==> src/rtl/cache_refill_ctrl.sv <==
// Cache refill controller: arbitrates I/D cache misses onto one memory port,
// streams line refills and single-word stores. Optional macro: REFILL_CRITICAL_WORD_FIRST_EN.
module cache_refill_ctrl #(
  parameter int unsigned ADDR_W     = 32,
  parameter int unsigned DATA_W     = 32,
  parameter int unsigned LINE_WORDS = 4
) (
  input  logic                          Clk,
  input  logic                          Rst,
  input  logic                          i_ic_req,
  input  logic [ADDR_W-1:0]             i_ic_addr,
  input  logic                          i_dc_req,
  input  logic                          i_dc_we,
  input  logic [ADDR_W-1:0]             i_dc_addr,
  input  logic [DATA_W-1:0]             i_dc_wdata,
  output logic                          o_mem_rd,
  output logic                          o_mem_wr,
  output logic [ADDR_W-1:0]             o_mem_addr,
  output logic [DATA_W-1:0]             o_mem_wdata,
  input  logic [DATA_W-1:0]             i_mem_rdata,
  input  logic                          i_mem_ready,
  output logic                          o_ic_fill_valid,
  output logic                          o_dc_fill_valid,
  output logic [DATA_W-1:0]             o_fill_data,
  output logic [$clog2(LINE_WORDS)-1:0] o_fill_idx,
  output logic                          o_ic_done,
  output logic                          o_dc_done,
  output logic                          o_busy
);

  localparam int unsigned IDX_W = $clog2(LINE_WORDS);
  localparam int unsigned OFF_W = IDX_W + 2;
  localparam int unsigned TAG_W = ADDR_W - OFF_W;

  typedef enum logic [2:0] {IDLE, IC_FILL, DC_FILL, DC_WRITE, TURN} state_t;

  state_t             state_q, state_d;
  logic [ADDR_W-1:0]  addr_q, addr_d;
  logic [DATA_W-1:0]  wdata_q, wdata_d;
  logic [IDX_W-1:0]   idx_q, idx_d, idx_nx;
  logic [IDX_W-1:0]   beat_q, beat_d;
  logic [IDX_W-1:0]   ic_start, dc_start;

  logic               mem_rd_d, mem_wr_d;
  logic [ADDR_W-1:0]  mem_addr_d;
  logic [DATA_W-1:0]  mem_wdata_d;
  logic               ic_fill_valid_d, dc_fill_valid_d;
  logic [DATA_W-1:0]  fill_data_d;
  logic [IDX_W-1:0]   fill_idx_d;
  logic               ic_done_d, dc_done_d, busy_d;

  // Byte offset bits of the latched address never reach the word-aligned bus.
  logic unused_addr_bits;
  assign unused_addr_bits = ^addr_q[1:0];

  // Word address of a given index within the line identified by tag.
  function automatic logic [ADDR_W-1:0] line_word(input logic [TAG_W-1:0] tag,
                                                  input logic [IDX_W-1:0] idx);
    return {tag, idx, 2'b00};
  endfunction

`ifdef REFILL_CRITICAL_WORD_FIRST_EN
  assign ic_start = i_ic_addr[OFF_W-1:2];
  assign dc_start = i_dc_addr[OFF_W-1:2];
`else
  assign ic_start = '0;
  assign dc_start = '0;
`endif

  assign idx_nx = idx_q + IDX_W'(1);

  // Next state and next registered outputs.
  always_comb begin
    state_d         = state_q;
    addr_d          = addr_q;
    wdata_d         = wdata_q;
    idx_d           = idx_q;
    beat_d          = beat_q;
    mem_rd_d        = 1'b0;
    mem_wr_d        = 1'b0;
    mem_addr_d      = '0;
    mem_wdata_d     = '0;
    ic_fill_valid_d = 1'b0;
    dc_fill_valid_d = 1'b0;
    fill_data_d     = o_fill_data;
    fill_idx_d      = o_fill_idx;
    ic_done_d       = 1'b0;
    dc_done_d       = 1'b0;

    unique case (state_q)
      IDLE: begin
        if (i_dc_req) begin
          addr_d  = i_dc_addr;
          wdata_d = i_dc_wdata;
          beat_d  = '0;
          if (i_dc_we) begin
            state_d     = DC_WRITE;
            mem_wr_d    = 1'b1;
            mem_addr_d  = {i_dc_addr[ADDR_W-1:2], 2'b00};
            mem_wdata_d = i_dc_wdata;
          end else begin
            state_d    = DC_FILL;
            idx_d      = dc_start;
            mem_rd_d   = 1'b1;
            mem_addr_d = line_word(i_dc_addr[ADDR_W-1:OFF_W], dc_start);
          end
        end else if (i_ic_req) begin
          state_d    = IC_FILL;
          addr_d     = i_ic_addr;
          idx_d      = ic_start;
          beat_d     = '0;
          mem_rd_d   = 1'b1;
          mem_addr_d = line_word(i_ic_addr[ADDR_W-1:OFF_W], ic_start);
        end
      end

      IC_FILL, DC_FILL: begin
        if (i_mem_ready) begin
          ic_fill_valid_d = (state_q == IC_FILL);
          dc_fill_valid_d = (state_q == DC_FILL);
          fill_data_d     = i_mem_rdata;
          fill_idx_d      = idx_q;
          idx_d           = idx_nx;
          beat_d          = beat_q + IDX_W'(1);
          if (beat_q == IDX_W'(LINE_WORDS - 1)) begin
            state_d   = TURN;
            ic_done_d = (state_q == IC_FILL);
            dc_done_d = (state_q == DC_FILL);
            idx_d     = '0;
            beat_d    = '0;
          end else begin
            mem_rd_d   = 1'b1;
            mem_addr_d = line_word(addr_q[ADDR_W-1:OFF_W], idx_nx);
          end
        end else begin
          mem_rd_d   = 1'b1;
          mem_addr_d = line_word(addr_q[ADDR_W-1:OFF_W], idx_q);
        end
      end

      DC_WRITE: begin
        if (i_mem_ready) begin
          state_d   = TURN;
          dc_done_d = 1'b1;
        end else begin
          mem_wr_d    = 1'b1;
          mem_addr_d  = {addr_q[ADDR_W-1:2], 2'b00};
          mem_wdata_d = wdata_q;
        end
      end

      TURN: state_d = IDLE;

      default: state_d = IDLE;
    endcase

    busy_d = (state_d != IDLE);
  end

  // State, counters and registered outputs; reset abandons any transfer.
  always_ff @(posedge Clk) begin
    if (!Rst) begin
      state_q         <= IDLE;
      addr_q          <= '0;
      wdata_q         <= '0;
      idx_q           <= '0;
      beat_q          <= '0;
      o_mem_rd        <= 1'b0;
      o_mem_wr        <= 1'b0;
      o_mem_addr      <= '0;
      o_mem_wdata     <= '0;
      o_ic_fill_valid <= 1'b0;
      o_dc_fill_valid <= 1'b0;
      o_fill_data     <= '0;
      o_fill_idx      <= '0;
      o_ic_done       <= 1'b0;
      o_dc_done       <= 1'b0;
      o_busy          <= 1'b0;
    end else begin
      state_q         <= state_d;
      addr_q          <= addr_d;
      wdata_q         <= wdata_d;
      idx_q           <= idx_d;
      beat_q          <= beat_d;
      o_mem_rd        <= mem_rd_d;
      o_mem_wr        <= mem_wr_d;
      o_mem_addr      <= mem_addr_d;
      o_mem_wdata     <= mem_wdata_d;
      o_ic_fill_valid <= ic_fill_valid_d;
      o_dc_fill_valid <= dc_fill_valid_d;
      o_fill_data     <= fill_data_d;
      o_fill_idx      <= fill_idx_d;
      o_ic_done       <= ic_done_d;
      o_dc_done       <= dc_done_d;
      o_busy          <= busy_d;
    end
  end

endmodule

==> config.mk <==
export PLATFORM = sky130hd
export DESIGN_NAME = cache_refill_ctrl
export DESIGN_NICKNAME = d
export VERILOG_FILES = /design/src/rtl/cache_refill_ctrl.sv
export SDC_FILE = /design/constraint.sdc
export NUM_CORES = 1
export LEC_CHECK = 0
export ABC_CLOCK_PERIOD_IN_PS = 2300
export CAP_MARGIN = 10
export CORE_UTILIZATION = 45
export CTS_CLUSTER_DIAMETER = 30
export DETAILED_ROUTE_END_ITERATION = 8
export PLACE_DENSITY = 0.77
export SLEW_MARGIN = 0
export SYNTH_ARGS = -nofsm -noshare
export SYNTH_HDL_FRONTEND = slang
export SYNTH_SLANG_ARGS = --single-unit
==> constraint.sdc <==
create_clock -name Clk -period 2.3 [get_ports Clk]
set_clock_uncertainty 0.2 [all_clocks]
set_input_delay 0.46 -clock Clk [delete_from_list [all_inputs] [get_ports Clk]]
set_output_delay 0.46 -clock Clk [all_outputs]
set_load 0.01 [all_outputs]
==> reports/qor.yml <==
rsz0062_at_grt: "no"
setup_violations: 0
port_buffers: 232
final_max_slew_viol_count: 0
yosys.cell_types.count: 43
dpl_cell_area_mm2: 0.00910
layout_common_cells: "clkdlybuf4s50_1, nand2_1, dfxtp_1"
cp.arrival_ns: 1.32
r2r_end: "addr_q[4]"
whs_ns: 0.128
p_leak_nw: 3.60
clock_sinks: 172
cts.path.max_buffers: 2
min_path_type: "in -> reg"
final_cells: 1152
cts_tree: "built"
die-area_mm2: 0.0151
r2r_setup_slack_ns: 0.37
r2r-start: "state_q[1]"
nNetsFinal: 1093
cap_violations: 0
path_clk_slew_ns: 0.06
startpoint: "o_mem_addr[3]"
slowest_stage: "clkdlybuf4s50_1"
setup_tns_ns: 0
powerDensity_mw_per_mm2: 791
outcome: "completed"
area_growth_syn_to_layout_pct: 48.0
cts_setup_buffers: 0
cts_resized: 0
finalWorstSetupSlack_ns: 0.320
pre_cts_ws_ns: 0.172
dp_cells: 1119
drt-pass1-iter-count: 5
hold_start: "Rst"
max_freq_mhz: 505
h-tree-depth: 4
fin_crit_ns: 1.98
required_ns: 1.64
via_count: 5709
yosysWarnings: 0
grt_pass1_vias: 5136
finalHoldViolations: 0
totalPowerFinal_mw: 7.70
syn_area_mm2: 0.00658
wl_per_cell_um: 14.2
ys_seq_area_frac: 0.524
path_depth: 1
synthArstFlopShare: 0
coreArea_mm2: 0.0140
vias_per_cell: 4.96
crit_buf_inv: 1
path_class: "reg -> out"
gp_congestion: 0.798
peakVddDrop_v: 0.000488
first_iter_violations: 354
crit_chain: "clkdlybuf4s50_1"
cp-endpoint: "o_mem_addr[3]"
finalWirelength_um: 16400
overflow: 0
fillCellCount: 1112
startpoint_type: "flop"
cts_root_buffer: "clkbuf_16"
die_x_um: 123
dp_hpwl_um: 10700
grt_usage: 0.218
ys.flop_type: "dfxtp_1"
clk_latency_ns: 0.41
worst_pin_slew_ns: 0.507
antenna_found_initial: 1
syn_inst: 745
ant_nets: 0
synth_seq_cells: 172
slew_headroom: 0.662
post-route-period-util: 0.861
grt_first_pass_wirelength_um: 25600
grt_max_degree: 57
worstRegToRegCells: 5
drive_gt1_frac: 0.0896
initial_core_util: 0.468
hold_buffers: 0
path_max_fanout: 1
crit_family: "buffers and inverters"
postSynthAreaPerCell_um2: 8.83
drc: 0
synth_edf_count: 0
dieHeight_um: 123
fin_area_mm2: 0.00974
final_common_cell: "clkdlybuf4s50_1"
cts_made_buffers: 17
fin_util: 0.693
end_kind: "primary output"
num_rows: 43
pin_count: 239
max_stage_delay_ns: 0.57
-- synthesized netlist by cell type (all sizes together), types with 2 or more instances --
| master | count | area (um2) |
|---|---|---|
| nand2 | 229 | 860 |
| mux2 | 28 | 315 |
| a22oi | 34 | 255 |
| buf | 28 | 156 |
| a21oi | 35 | 175 |
| nor3b | 2 | 15.0 |
| nor2 | 43 | 164 |
| nor3 | 3 | 25.0 |
| clkbuf | 30 | 113 |
| and2 | 3 | 18.8 |
| mux2i | 4 | 40.0 |
| o21ai | 8 | 43.8 |
| nor2b | 7 | 43.8 |
| nand2b | 2 | 12.5 |
| dfxtp | 172 | 3440 |
| a21boi | 94 | 706 |
| and3 | 2 | 12.5 |
| nand3 | 2 | 10.0 |
| o211a | 2 | 20.0 |
-- where the power goes --
group	total (mW)	internal [mW]	switching (mW)
Combinational	1.36	0.706	0.654
Sequential	3.32	3.21	0.109
Clock	3.02	1.86	1.17
Total	7.70	5.77	1.93
-- registers in the layout, summed over array words and instances (netlist names), 2 cells and up --
register	cells
o_mem_wdata	32
o_fill_data	32
beat_q	2
addr_q	30
o_fill_idx	2
state_q	3
o_mem_addr	30
idx_q	2
wdata_q	32
-- routing by layer --
| layer | GRT usage | share of wire | vias to the layer above |
|---|---|---|---|
| li1 | - | - | 2900 |
| met1 | 0.272 | 0.43 | 2618 |
| met2 | 0.359 | 0.48 | 178 |
| met3 | 0.0590 | 0.069 | 13 |
| met4 | 0.0808 | 0.012 | 0 |
| met5 | 0 | 0 | - |
-- how the worst min path moves through the flow --
| stage | to | slack [ns] | cells after the start |
|---|---|---|---|
| floorplan | o_mem_addr[23] | 0.23 | 2 |
| global placement | o_mem_addr[18] | 0.24 | 2 |
| finish | addr_q[3] | 0.13 | 2 |
| CTS | addr_q[3] | 0.11 | 2 |
| global route | addr_q[3] | 0.13 | 2 |
| detailed placement | o_mem_addr[22] | 0.24 | 2 |
-- final cells by class --
type	count	area (um2)	share of cell area
sequential	172	3440	0.354
multi-input combinational	515	2870	0.295
timing repair buffer	251	2550	0.262
clock buffer	19	443	0.0455
tap	180	225	0.0231
clock inverter	13	190	0.0195
inverter	1	3.75	0.000386
antenna	1	2.50	0.000257
-- cells by family after synthesis --
logic type,synth area share
xor gates and xnor gates,0.00266
other,0.000570
buffers and inverters,0.0415
DFF,0.524
adders and majority gates,0.00190
muxes,0.0540
and+or+nand+nor,0.180
AOI/OAI and AO/OA,0.196
No activity file was read; power rests on OpenSTA's default activity.
